===== src/rtl/mem_sram_adapter.sv =====
// MEM-stage data access adapter onto the sram-like data port of the AXI bridge.
// One load/store at a time: lane steering, load extension, misalignment traps and flush draining.
module mem_sram_adapter (
  input  logic        clk,
  input  logic        resetn,
  input  logic        req_valid,
  output logic        req_ready,
  input  logic        req_wr,
  input  logic [1:0]  req_width,
  input  logic        req_unsigned,
  input  logic [31:0] req_addr,
  input  logic [31:0] req_wdata,
  output logic        data_req,
  output logic        data_wr,
  output logic [1:0]  data_size,
  output logic [31:0] data_addr,
  output logic [31:0] data_wdata,
  output logic [3:0]  data_wstrb,
  input  logic [31:0] data_rdata,
  input  logic        data_addr_ok,
  input  logic        data_data_ok,
  output logic        rsp_valid,
  input  logic        rsp_ready,
  output logic [31:0] rsp_rdata,
  output logic        rsp_exc,
  output logic [31:0] rsp_badvaddr,
  input  logic        flush
);

  typedef enum logic [2:0] {IDLE, REQ, WAIT, RESP, DRAIN} state_t;

  state_t      state, state_nxt;
  logic        wr_q, uns_q, exc_q, flushed_q, flushed_nxt;
  logic [1:0]  width_q;
  logic [31:0] addr_q, wdata_q, rdata_q;
  logic        accept, capture, misaligned;

  function automatic logic is_misaligned(input logic [1:0] width, input logic [1:0] a);
    case (width)
      2'd0:    return 1'b0;
      2'd1:    return a[0];
      default: return a != 2'b00;
    endcase
  endfunction

  function automatic logic [3:0] lane_strobe(input logic [1:0] width, input logic [1:0] a);
    case (width)
      2'd0:    return 4'b0001 << a;
      2'd1:    return 4'b0011 << a;
      default: return 4'b1111;
    endcase
  endfunction

  function automatic logic [31:0] lane_wdata(input logic [1:0] width, input logic [31:0] d);
    case (width)
      2'd0:    return {4{d[7:0]}};
      2'd1:    return {2{d[15:0]}};
      default: return d;
    endcase
  endfunction

  function automatic logic [31:0] load_extract(input logic [1:0] width, input logic uns,
                                               input logic [1:0] a, input logic [31:0] rdata);
    logic [31:0] shifted;
    shifted = rdata >> {a, 3'b000};
    case (width)
      2'd0:    return {{24{~uns & shifted[7]}}, shifted[7:0]};
      2'd1:    return {{16{~uns & shifted[15]}}, shifted[15:0]};
      default: return rdata;
    endcase
  endfunction

  assign misaligned = is_misaligned(req_width, req_addr[1:0]);

  // A flush seen in REQ before addr_ok is remembered in flushed_q so the
  // request can stay on the bus until it is accepted, then be drained.
  always_comb begin
    state_nxt   = state;
    flushed_nxt = flushed_q;
    accept      = 1'b0;
    capture     = 1'b0;
    case (state)
      IDLE: begin
        if (!flush && req_valid) begin
          accept    = 1'b1;
          state_nxt = misaligned ? RESP : REQ;
        end
      end
      REQ: begin
        if (data_addr_ok) begin
          flushed_nxt = 1'b0;
          if (flush || flushed_q) begin
            state_nxt = data_data_ok ? IDLE : DRAIN;
          end else if (data_data_ok) begin
            capture   = 1'b1;
            state_nxt = RESP;
          end else begin
            state_nxt = WAIT;
          end
        end else if (flush) begin
          flushed_nxt = 1'b1;
        end
      end
      WAIT: begin
        if (flush) begin
          state_nxt = data_data_ok ? IDLE : DRAIN;
        end else if (data_data_ok) begin
          capture   = 1'b1;
          state_nxt = RESP;
        end
      end
      RESP: begin
        if (flush || rsp_ready) state_nxt = IDLE;
      end
      DRAIN: begin
        if (data_data_ok) state_nxt = IDLE;
      end
      default: state_nxt = IDLE;
    endcase
  end

  always_ff @(posedge clk) begin
    if (!resetn) begin
      state     <= IDLE;
      flushed_q <= 1'b0;
      wr_q      <= 1'b0;
      width_q   <= 2'd0;
      uns_q     <= 1'b0;
      addr_q    <= '0;
      wdata_q   <= '0;
      rdata_q   <= '0;
      exc_q     <= 1'b0;
    end else begin
      state     <= state_nxt;
      flushed_q <= flushed_nxt;
      if (accept) begin
        wr_q    <= req_wr;
        width_q <= req_width;
        uns_q   <= req_unsigned;
        addr_q  <= req_addr;
        wdata_q <= req_wdata;
        exc_q   <= misaligned;
        rdata_q <= '0;
      end else if (capture) begin
        rdata_q <= wr_q ? 32'd0 : load_extract(width_q, uns_q, addr_q[1:0], data_rdata);
      end
    end
  end

  assign req_ready    = (state == IDLE);
  assign data_req     = (state == REQ);
  assign data_wr      = wr_q;
  assign data_size    = width_q;
  assign data_addr    = addr_q;
  assign data_wdata   = lane_wdata(width_q, wdata_q);
  assign data_wstrb   = data_req ? lane_strobe(width_q, addr_q[1:0]) : 4'b0000;
  assign rsp_valid    = (state == RESP);
  assign rsp_rdata    = rdata_q;
  assign rsp_exc      = exc_q;
  assign rsp_badvaddr = exc_q ? addr_q : 32'd0;

endmodule


===== config.mk =====
export PLATFORM = sky130hd
export DESIGN_NAME = mem_sram_adapter
export DESIGN_NICKNAME = d
export VERILOG_FILES = /design/src/rtl/mem_sram_adapter.sv
export SDC_FILE = /design/constraint.sdc
export NUM_CORES = 1
export LEC_CHECK = 0
export BUFFER_PORTS_ARGS = -buffer_cell sky130_fd_sc_hd__buf_4
export CORE_ASPECT_RATIO = 1.1
export CORE_UTILIZATION = 40
export DETAILED_ROUTE_END_ITERATION = 16
export PLACE_DENSITY_LB_ADDON = 0.08
export SYNTH_ARGS = -nofsm -noshare
export SYNTH_HDL_FRONTEND = slang
export SYNTH_SLANG_ARGS = --single-unit

===== constraint.sdc =====
create_clock -name clk -period 3.2 [get_ports clk]
set_input_delay 0.64 -clock clk [delete_from_list [all_inputs] [get_ports clk]]
set_output_delay 0.64 -clock clk [all_outputs]
set_load 0.01 [all_outputs]

==> results.md <==
- Outcome: finished clean
- First-pass GRT wire length: ~24 mm
- Final setup vio count: 0
- Row count: 43
- CP Max Fanout: 8
- CTS root buf: clkbuf_16
- Vias: 5303
- EDFF count, synth: 0
- CP arrival: 1.99 ns
- PD cells: 560 nW/µm²
- CTS Buf Count: 9
- Final setup margin: 0.574 ns
- Final hold slack: 0.456 ns
- Drt via density: around 5.1
- Max Buffers Root-to-Sink: 2
- Clock sink total: about 110
- Clock-pin slew on the worst setup and hold paths: 0.07 ns
- Clock group share of total power: between 20% and 30%
- RSZ-0062 raised after global routing: no
- Fmax: 381 MHz
- TritonCTS clock tree: done
- Sw frac: 33.1%
- Vias in the first global route: 4979
- Mean post-synth cell area: slightly below 8 µm²
- Final HPWL DP: approximately 12 mm
- Count of pins over their slew limit: 0
- Int Pwr: between 0.002 and 0.003 W
- VDD IR-drop max: 377 µV
- Initial antenna violation count: 0
- P_sw: 0.00135 W
- Most used DFF post-synth: dfxtp_1
- Clk_lat worst skew: 0.35 ns
- Chip Width: 110 µm
- Largest net degree at the start of global routing: 72
- Cells after synthesis: 658
- Routed len/inst: 15.7 µm
- DR pass1 iterations: 5
- Placer Congestion: 0.916
- Final number of hold-violating endpoints: 0
- Boundary pin count: 246
- Setup Buffers After CTS: 0
- TNS Setup: 0 ns
- PostCTS Resize Cnt: 0
- PortBufs: approximately 250
- Ys async rst share: 0%
- Die H: 121 µm
- Comb pwr share: roughly 30%
- Post-synthesis cell area: between 5000 and 6000 µm²
- Sequential fraction of the synthesis area: roughly 40%
- DRT antenna net count: 0
- Flop pwr share: between 30% and 40%
- Clk_skew: 0.00800 ns
- Critical path class: reg -> out
- Die ar.: 13300 µm²
- WP data required: 2.56 ns
- Total GRT Usage: 23.6%
- Crit path time final: between 2 and 3 ns
- H-tree depth: 3
- Hold_buf cts: 0
- Hold Crit Class: reg -> reg
- Core area: 12500 µm²
- Synth cell types: 48
- Pleak: 3.15 nW
- Post-Route WL: 16.1 mm
- # diodes: 0
- 1st-iter DRT viols: 278
- Fraction of layout cells with a size suffix above 1: 36.0%
- Max_slew headroom: 38.8%
- Worst Tran Pin Value: between 0.9 and 1 ns
- Final worst path period share: 82.1%
- YS warnings: 0
- Layout Nets: 975
- CP Capture Type: primary output
- Pre-CTS setup slack: 0.902 ns
- Total gr overflow: 0
- Worst setup SP type: flop
- Mapped Nets: 765
- Number of remaining DRC errors: 0
- Yosys reg bits: around 110
- Area delta synth->final: 41.8%
- Initial Util: about two fifths
- Max Cap Violations: 0
[cell type report]
class	count	area [µm²]
clock buffers	10	229
inverters	13	48.8
well taps	157	196
multi-input cells	484	2680
flip-flops and latches	105	2100
clock inverters	6	92.6
repair buffers	255	1930
fillers	1194	5260
[layer usage]
| metal | vias to the layer above | wire (µm) | track usage, % |
|---|---|---|---|
| met4 | 0 | 313 | 9.67 |
| met1 | 2457 | 6260 | 27.2 |
| met2 | 201 | 8230 | 41.6 |
| li1 | 2624 | - | - |
| met5 | - | 0 | 0 |
| met3 | 21 | 1320 | 5.07 |
[power groups by stage]
stage                     registers, W  logic (W)  clock network (W)
after global placement         0.00165    0.00124                  0
after CTS                      0.00163    0.00127            0.00121
after detailed placement       0.00166    0.00126                  0
after global routing           0.00165    0.00138            0.00126
after floorplan                0.00162   0.000776                  0
final                          0.00163    0.00126            0.00119
[final timing paths]
path / from / end / depth (start not counted) / slack [ns]
max: data_size[0] / data_wdata[13] / 3 / 0.57
min: wdata_q[16] / wdata_q[16] / 2 / 0.46
max reg2reg: data_addr[1] / rsp_rdata[20] / 7 / 0.87
min reg2reg: wdata_q[16] / wdata_q[16] / 2 / 0.46
[flip-flops by register name, indices dropped and copies added (netlist names)]
register and flops:
uns_q 1, flushed_q 1, data_size 2, state 3, data_addr 32, rsp_rdata 32
data_wr 1, rsp_exc 1, wdata_q 32
[cells in the mapped netlist (all sizes together) (7+ instances only)]
master,n,share of area [%]
nand2,186,14
dfxtp,105,41
a21oi,94,9.2
o21ai,41,4.8
nor2,35,2.8
and2,33,4.1
buf,33,4.2
clkbuf,23,1.7
mux2i,17,3.8
mux2,16,3.5
inv,12,0.88
o211ai,8,1.2
o22a,8,1.4
a221oi,7,1.2
nor3,7,0.90
o2bb2ai,7,1.2
[kinds of logic after synthesis]
| kind of cell | synth area share [%] |
|---|---|
| buffers and inverters | 6.87 |
| AOI/OAI and AO/OA | 21.4 |
| DFF | 41.0 |
| and+or+nand+nor | 23.4 |
| muxes | 7.31 |
[critical path: stages, from the launching register on]
cell	delay [ns]
dfxtp_1	0.40
nor2_1	0.68
mux2_2	0.42
buf_4	0.15
[cells in the final DEF, fill, tap and decap left out, types with 3 or more instances in the layout]
cell       Yosys  final
buf_4         12    254
nand2_1      186    186
dfxtp_1      105    105
a21oi_1       94     94
nor2_1        32     32
and2_1        32     32
o21ai_0       21     21
mux2_2        16     16
mux2i_1       15     15
inv_1         11     11
o21ai_2       11     11
o21ai_1        9      9
clkbuf_16      0      9
o22a_1         8      8
o211ai_1       8      8
o2bb2ai_1      7      7
a221oi_1       7      7
nor3_1         6      6
nand2b_1       3      3
[metrics by stage]
stage / cells / area (µm²) / utilization, % / total power, W
floorplan: 658 / 5130 / - / 0.00239
global placement: 1014 / 6960 / 55.5 / 0.00289
detailed placement: 1014 / 6960 / 55.5 / 0.00292
CTS: 1030 / 7280 / 58.1 / 0.00411
global route: 1030 / 7280 / 58.1 / 0.00430
finish: 1030 / 7280 / 58.1 / 0.00408
Note: power is estimated with default switching activity, not from simulation.
